`src/rtl/sfifo_pkg.sv`:
```
// Shared stream-FIFO definitions: default widths/depths, the stream word type
// and saturating counter helpers used by the FIFO and its drain logic.
package sfifo_pkg;

  localparam int DATA_W_DEF    = 16;
  localparam int BUF_DEPTH_DEF = 4;

  typedef logic [DATA_W_DEF-1:0] stream_word_t;

  function automatic logic [31:0] sat_inc32(input logic [31:0] v);
    return (v == '1) ? v : v + 32'd1;
  endfunction

  function automatic logic [15:0] sat_inc16(input logic [15:0] v);
    return (v == '1) ? v : v + 16'd1;
  endfunction

endpackage

```
`src/rtl/drain_buf.sv`:
```
// Circular output buffer for fifo_drain: head/tail pointers with wrap at
// DEPTH-1 and an occupancy count one bit wider than the pointers.
module drain_buf
  import sfifo_pkg::*;
#(
  parameter int DATA_W = DATA_W_DEF,
  parameter int DEPTH  = BUF_DEPTH_DEF
) (
  input  logic                     clk,
  input  logic                     rst,
  input  logic                     push,
  input  logic [DATA_W-1:0]        push_data,
  input  logic                     pop,
  output logic                     full,
  output logic                     empty,
  output logic [DATA_W-1:0]        head_data,
  output logic [$clog2(DEPTH):0]   count
);

  localparam int PTR_W = $clog2(DEPTH);
  localparam logic [PTR_W-1:0] LAST_PTR = PTR_W'(DEPTH - 1);
  localparam logic [PTR_W:0]   FULL_CNT = (PTR_W + 1)'(DEPTH);
  localparam logic [PTR_W:0]   CNT_ONE  = (PTR_W + 1)'(1);

  logic [DATA_W-1:0] mem_q [DEPTH];
  logic [DATA_W-1:0] mem_d [DEPTH];
  logic [PTR_W-1:0]  head_q, head_d;
  logic [PTR_W-1:0]  tail_q, tail_d;
  logic [PTR_W:0]    count_q, count_d;

  // Explicit wrap so non-power-of-two depths work.
  function automatic logic [PTR_W-1:0] ptr_next(input logic [PTR_W-1:0] p);
    return (p == LAST_PTR) ? '0 : p + PTR_W'(1);
  endfunction

  always_comb begin
    mem_d   = mem_q;
    head_d  = head_q;
    tail_d  = tail_q;
    count_d = count_q;
    if (push) begin
      mem_d[tail_q] = push_data;
      tail_d        = ptr_next(tail_q);
    end
    if (pop) begin
      head_d = ptr_next(head_q);
    end
    case ({push, pop})
      2'b10:   count_d = count_q + CNT_ONE;
      2'b01:   count_d = count_q - CNT_ONE;
      default: count_d = count_q;
    endcase
  end

  // Clearing the storage keeps the head word (and so m_data) at zero after reset.
  always_ff @(posedge clk) begin
    if (rst) begin
      mem_q   <= '{default: '0};
      head_q  <= '0;
      tail_q  <= '0;
      count_q <= '0;
    end else begin
      mem_q   <= mem_d;
      head_q  <= head_d;
      tail_q  <= tail_d;
      count_q <= count_d;
    end
  end

  assign full      = (count_q == FULL_CNT);
  assign empty     = (count_q == '0);
  assign head_data = mem_q[head_q];
  assign count     = count_q;

endmodule

```
`src/rtl/fifo_drain.sv`:
```
// Drains a fixed-latency FIFO read port into a valid/ready stream through a
// small circular buffer. Optional statistics under FIFO_DRAIN_STATS_EN.
module fifo_drain
  import sfifo_pkg::*;
#(
  parameter int DATA_W    = DATA_W_DEF,
  parameter int BUF_DEPTH = BUF_DEPTH_DEF
) (
  input  logic              clk,
  input  logic              rst,
  output logic              fifo_rd,
  input  logic [DATA_W-1:0] fifo_dout,
  input  logic              fifo_empty,
  input  logic              fifo_udfl,
  output logic              m_valid,
  input  logic              m_ready,
  output logic [DATA_W-1:0] m_data
`ifdef FIFO_DRAIN_STATS_EN
  ,
  output logic [31:0]       word_cnt,
  output logic [15:0]       drop_cnt
`endif
);

  localparam int CNT_W = $clog2(BUF_DEPTH) + 1;

  logic             p1_q, p1_d;
  logic             p2_q, p2_d;
  logic             buf_full;
  logic             buf_empty;
  logic             xfer;
  logic [CNT_W-1:0] occ;
  logic [CNT_W:0]   committed;

  // Slots already spoken for: stored words plus pops whose data is still on its way.
  always_comb begin
    committed = (CNT_W + 1)'(occ) + (CNT_W + 1)'(p1_q) + (CNT_W + 1)'(p2_q);
    fifo_rd   = ~rst & ~fifo_empty & (committed < (CNT_W + 1)'(BUF_DEPTH));
    p1_d      = fifo_rd;
    p2_d      = p1_q & ~fifo_udfl;
  end

  always_ff @(posedge clk) begin
    if (rst) begin
      p1_q <= 1'b0;
      p2_q <= 1'b0;
    end else begin
      p1_q <= p1_d;
      p2_q <= p2_d;
    end
  end

  assign m_valid = ~buf_empty;
  assign xfer    = m_valid & m_ready;

  drain_buf #(
    .DATA_W (DATA_W),
    .DEPTH  (BUF_DEPTH)
  ) u_buf (
    .clk       (clk),
    .rst       (rst),
    .push      (p2_q),
    .push_data (fifo_dout),
    .pop       (xfer),
    .full      (buf_full),
    .empty     (buf_empty),
    .head_data (m_data),
    .count     (occ)
  );

  // Arriving data must always find a free slot unless the head leaves in the same cycle.
  always_ff @(posedge clk) begin
    if (!rst) begin
      assert (!(p2_q && buf_full && !xfer));
    end
  end

`ifdef FIFO_DRAIN_STATS_EN
  logic [31:0] word_cnt_q, word_cnt_d;
  logic [15:0] drop_cnt_q, drop_cnt_d;

  always_comb begin
    word_cnt_d = word_cnt_q;
    drop_cnt_d = drop_cnt_q;
    if (xfer) begin
      word_cnt_d = sat_inc32(word_cnt_q);
    end
    if (p1_q && fifo_udfl) begin
      drop_cnt_d = sat_inc16(drop_cnt_q);
    end
  end

  always_ff @(posedge clk) begin
    if (rst) begin
      word_cnt_q <= '0;
      drop_cnt_q <= '0;
    end else begin
      word_cnt_q <= word_cnt_d;
      drop_cnt_q <= drop_cnt_d;
    end
  end

  assign word_cnt = word_cnt_q;
  assign drop_cnt = drop_cnt_q;
`else
  // Statistics disabled: no counter state is built.
`endif

endmodule
```
`config.mk`:
```
export PLATFORM = sky130hd
export DESIGN_NAME = fifo_drain
export DESIGN_NICKNAME = d
export VERILOG_FILES = /design/src/rtl/sfifo_pkg.sv /design/src/rtl/drain_buf.sv /design/src/rtl/fifo_drain.sv
export SDC_FILE = /design/constraint.sdc
export NUM_CORES = 1
export LEC_CHECK = 0
export CAP_MARGIN = 20
export CELL_PAD_IN_SITES_DETAIL_PLACEMENT = 1
export CELL_PAD_IN_SITES_GLOBAL_PLACEMENT = 1
export CORE_MARGIN = 2
export CORE_UTILIZATION = 40
export DETAILED_ROUTE_END_ITERATION = 12
export GPL_TIMING_DRIVEN = 0
export HOLD_SLACK_MARGIN = 0.1
export PLACE_DENSITY_LB_ADDON = 0.12
export SLEW_MARGIN = 20
export SYNTH_ARGS = -nofsm -noshare
export SYNTH_HDL_FRONTEND = slang
export SYNTH_HIERARCHICAL = 1
export SYNTH_SLANG_ARGS = --single-unit
```
`constraint.sdc`:
```
create_clock -name clk -period 5.8 [get_ports clk]
set_input_delay 0.58 -clock clk [delete_from_list [all_inputs] [get_ports clk]]
set_output_delay 0.58 -clock clk [all_outputs]
set_load 0.03 [all_outputs]
```
### Word-level counts from Yosys, hierarchy flattened

Index checks and enable logic that the tools add are counted.
W data, S select, Z words.

| word-level totals | value |
|---|---|
| bits in read-only memories | 0 |
| output and inout port bits | 18 |
| register bits after elaboration | 73 |
| logic and storage cells | 45 |
| memories kept | 0 |
| latch bits | 0 |
| bits in writable memories | 0 |
| input bits | 21 |

| operators by class | value |
|---|---|
| shift operators | 0 |
| mux-type cells | 9 |
| magnitude comparators | 4 |
| add/subtract/negate cells | 6 |
| $mul | 0 |
| bitwise gates (word level) | 10 |
| equality and inequality tests | 4 |
| divide/modulo/power cells | 0 |
| reduce and logical (&&, ||, !) cells | 3 |

Operator list:

| kind | count |
|---|---|
| $bwmux W64 | 1 |
| $mux W16 | 3 |
| $bmux W16 S2 | 1 |
| $demux W16 S2 | 1 |
| $eq A2 B2 Y1 const B | 3 |
| $ge A3 B3 Y1 const B | 2 |
| $not A2 Y3 | 2 |
| $pmux W3 S2 | 1 |
| $add A2 B1 Y2 const B | 2 |
| $add A3 B1 Y4 | 1 |
| $add A4 B1 Y4 | 1 |
| $and A1 B1 Y1 | 4 |
| $lt A4 B3 Y1 const B | 1 |
| $mux W2 | 2 |
| $not A1 Y1 | 4 |
| $add A3 B1 Y3 const B | 1 |
| $logic_not A3 Y1 | 1 |
| $lt A3 B1 Y1 const B | 1 |
| $sub A3 B1 Y3 const B | 1 |
| $eq A2 B1 Y1 const B | 1 |
| $reduce_bool A2 Y1 | 1 |
| $logic_and A1 B1 Y1 | 1 |

### Longest topological paths before layout

| logic depth | value |
|---|---|
| depth in word-level cells | 6 |
| depth in mapped cells | 8 |
| depth with buffers taken out | 8 |

### Hierarchy

The synthesis kept the hierarchy.

Modules (own cells, without submodules):

| module | instances | seq. area each (um^2) | cells each | area an instance (um^2) |
|---|---|---|---|---|
| drain_buf | 1 | 1421.4 | 346 | 3078.0 |
| fifo_drain | 1 | 40.0 | 9 | 102.6 |

### Worst setup path before layout

Ideal clock, no wire load.

| timing | value |
|---|---|
| kind | reg-to-output |
| start point | reg u_buf.count_q[0] (netlist: u_buf/count[0]) |
| end point | out fifo_rd |
| required time | 5.220 ns |
| arrival | 1.973 ns |
| cell stages (with the launch flop) | 4 |
| path buffers | 0 |
| setup slack | 3.247 ns |
| cells stage by stage | dfxtp_1 ha_1 a21o_1 a2111oi_1 |

| between the ends | value |
|---|---|
| longest elaborated chain between the ends | 4 |

Ends and longest elaborated chain:

| what | RTL line | source |
|---|---|---|
| from (decl) | drain_buf.sv:29 | `logic [PTR_W:0] count_q, count_d;` |
| from (signal assigned) | drain_buf.sv:66 | `count_q <= count_d;` |
| $add A3 B1 Y4 | fifo_drain.sv:37 | `committed = (CNT_W + 1)'(occ) + (CNT_W + 1)'(p1_q) + (CNT_W + 1)'(p2_q);` |
| $add A4 B1 Y4 | fifo_drain.sv:37 |  |
| $lt A4 B3 Y1 | fifo_drain.sv:38 | `fifo_rd = ~rst & ~fifo_empty & (committed < (CNT_W + 1)'(BUF_DEPTH));` |
| $and A1 B1 Y1 | fifo_drain.sv:38 |  |
| to (decl) | fifo_drain.sv:11 | `output logic fifo_rd,` |

No other way between the ends.

### Final worst setup path

Ends and elaborated chain as after synthesis.

==> flow_metrics.py <==
metrics = {
    "global_route": {
        "grt_pass1_wl_um": 14300,
        "gr-usage-all-layers": 0.223,
        "met1_usage": 0.283,
        "grt_max_degree": 13,
        "antenna_found_initial": 0,
        "busiest_layer": "met2",
        "gr-total-overflow": 0,
        "grt_pass1_vias": 2713,
        "met2_usage": 0.385,
        "use_met3": 0.0355,
    },
    "layout": {
        "nFillCells": 922,
        "syn2layout_area_growth_pct": 23.7,
        "drive_gt1_frac": 0.0858,
        "final_nets": 432,
        "n_antenna_cell": 0,
        "layout_commonest_cell": "nand2_1",
        "final_util": 0.508,
        "mostFrequentLayoutCells": "132 x nand2_1, 73 x dfxtp_1, 67 x a21oi_1",
    },
    "route": {
        "drtIter0Drc": 111,
        "drc": 0,
        "drtPass1Iterations": 4,
        "wire_per_inst_um": 17.6,
        "vias_per_cell": 5.28,
        "wl_um": 8980,
        "vias": 2694,
        "drtAntennaViolNets": 0,
    },
    "timing": {
        "slew_violations": 0,
        "timing_hold_violations_final": 0,
        "fin_crit_sh": 0.500,
        "setup_viol": 0,
        "layout_min_cycle_time_ps": 2900,
        "fin_skew_ps": 10.1,
        "slew_headroom": 0.537,
        "final.setup.tns_ps": 0,
        "fmax_mhz": 345,
        "tightest_slew_ps": 695,
        "grt_setup_unrepaired": "no",
    },
    "power_and_ir_drop": {
        "leakagePower_nw": 1.38,
        "p_comb_frac": 0.098,
        "power.share.clock": 0.441,
        "ir_worst_vdd_v": 0.000145,
        "p_switching_w": 0.000261,
        "seqPwrFrac": 0.461,
        "p_int_w": 0.000854,
        "power.density_nw_per_um2": 284,
        "netSwitchingFraction": 0.234,
    },
    "setup_path": {
        "slowest_delay_ps": 740,
        "path_depth": 4,
        "worst-path-buf-inv": 1,
        "cp.required_ps": 5220,
        "cp-start-kind": "flip-flop",
        "ff2ff_path_depth": 8,
        "critical-path-top-delay-family": "buffers and inverters",
        "path_max_fanout": 4,
        "crit_type": "flip-flop to primary output",
        "arrival_ps": 2320,
        "path_cells": "ha_1 > a21o_1 > a2111oi_1 > clkdlybuf4s50_1",
        "slowest_stage": "clkdlybuf4s50_1",
        "end_kind": "primary output",
    },
    "hold_path": {
        "hold_path.class": "flip-flop to flip-flop",
        "hold_path_depth": 2,
    },
    "placement": {
        "portBuffers": 38,
        "place_congestion": 0.758,
        "dp_hpwl_um": 6140,
    },
    "floorplan": {
        "core_area_um2": 7730,
        "die_area_um2": 8660,
        "die_w_um": 93.1,
        "die_y_um": 93.1,
        "start_util": 0.411,
        "io_pins": 39,
        "row_count": 32,
    },
    "clocking": {
        "post_cts_buffers": 0,
        "cts_tree": "done",
        "cts-root-buf": "clkbuf_8",
        "hold_buffers": 0,
        "h-tree-depth": 3,
        "clockBufferDepth": 2,
        "clk_pin_slew_ps": 80,
        "clock-sinks": 73,
        "clk-insertion-delay-late_ps": 350,
        "cts_buffers": 9,
        "post_cts_resize_count": 0,
    },
    "synth": {
        "synthesis.nets": 383,
        "synth_area_um2": 3170,
        "syn_inst": 354,
        "yosysWarnings": 6,
        "syn_avg_cell_area_um2": 8.97,
    },
    "status": {
        "status": "complete, no violations",
    },
    "flow_run": {
        "maxCapViolCount": 0,
    },
}
final cells by class:
cell class,count,area (µm²),share of cell area
Inverter,7,26.3,0.00669
Tap cell,102,128,0.0325
Buffer,25,163,0.0414
Multi-Input combinational cell,249,1520,0.388
Clock inverter,5,103,0.0261
Sequential cell,73,1460,0.372
Timing Repair Buffer,38,380,0.0969
Clock buffer,11,141,0.0360
power by group through the flow:
stage | Combinational [W] | Clock [W] | Sequential (W)
after detailed placement | 0.000110 | 0 | 0.000526
after global routing | 0.000118 | 0.000519 | 0.000515
after global placement | 0.000108 | 0 | 0.000525
final | 0.000109 | 0.000492 | 0.000514
after CTS | 0.000111 | 0.000498 | 0.000514
after floorplan | 0.0000631 | 0 | 0.000524
worst paths after layout:
path | startpoint | endpoint | slack (ps)
worst max register to register | u_buf/count[2]$_SDFFE_PP0P_ | u_buf/count[2]$_SDFFE_PP0P_ | 3580
worst max-delay path | u_buf/count[0]$_SDFFE_PP0P_ | fifo_rd | 2900
worst min-delay path | u_buf/mem_q[9]$_SDFFE_PP0P_ | u_buf/mem_q[9]$_SDFFE_PP0P_ | 460
worst min register to register | u_buf/mem_q[9]$_SDFFE_PP0P_ | u_buf/mem_q[9]$_SDFFE_PP0P_ | 460
per-stage QoR:
| stage | instances | power, W | instance area (µm²) | hold WS [ps] | worst slack, ps |
|---|---|---|---|---|---|
| finish | 510 | 0.00111 | 3930 | 456 | 2900 |
| global route | 510 | 0.00115 | 3930 | 476 | 2730 |
| CTS | 510 | 0.00112 | 3930 | 456 | 2860 |
| detailed placement | 494 | 0.000636 | 3680 | 446 | 3050 |
| global placement | 494 | 0.000633 | 3680 | 438 | 3030 |
| floorplan | 354 | 0.000587 | 3170 | 432 | 3250 |
worst min-delay path: stages (launching register included):
cell	delay (ps)
dfxtp_1	310
nand2_1	50
a21oi_1	50
metal layers:
metal | routed length [µm] | vias up
li1 | - | 1291
met1 | 4050 | 1325
met2 | 4360 | 67
met3 | 434 | 11
met4 | 137 | 0
met5 | 0 | -
sequential cells by signal, summed over array words and instances (netlist names):
signal        flops
u_buf/head_q      2
p2_q              1
u_buf/count       3
u_buf/tail_q      2
u_buf/mem_q      64
p1_q              1
No activity file was read; power rests on OpenSTA's default activity.
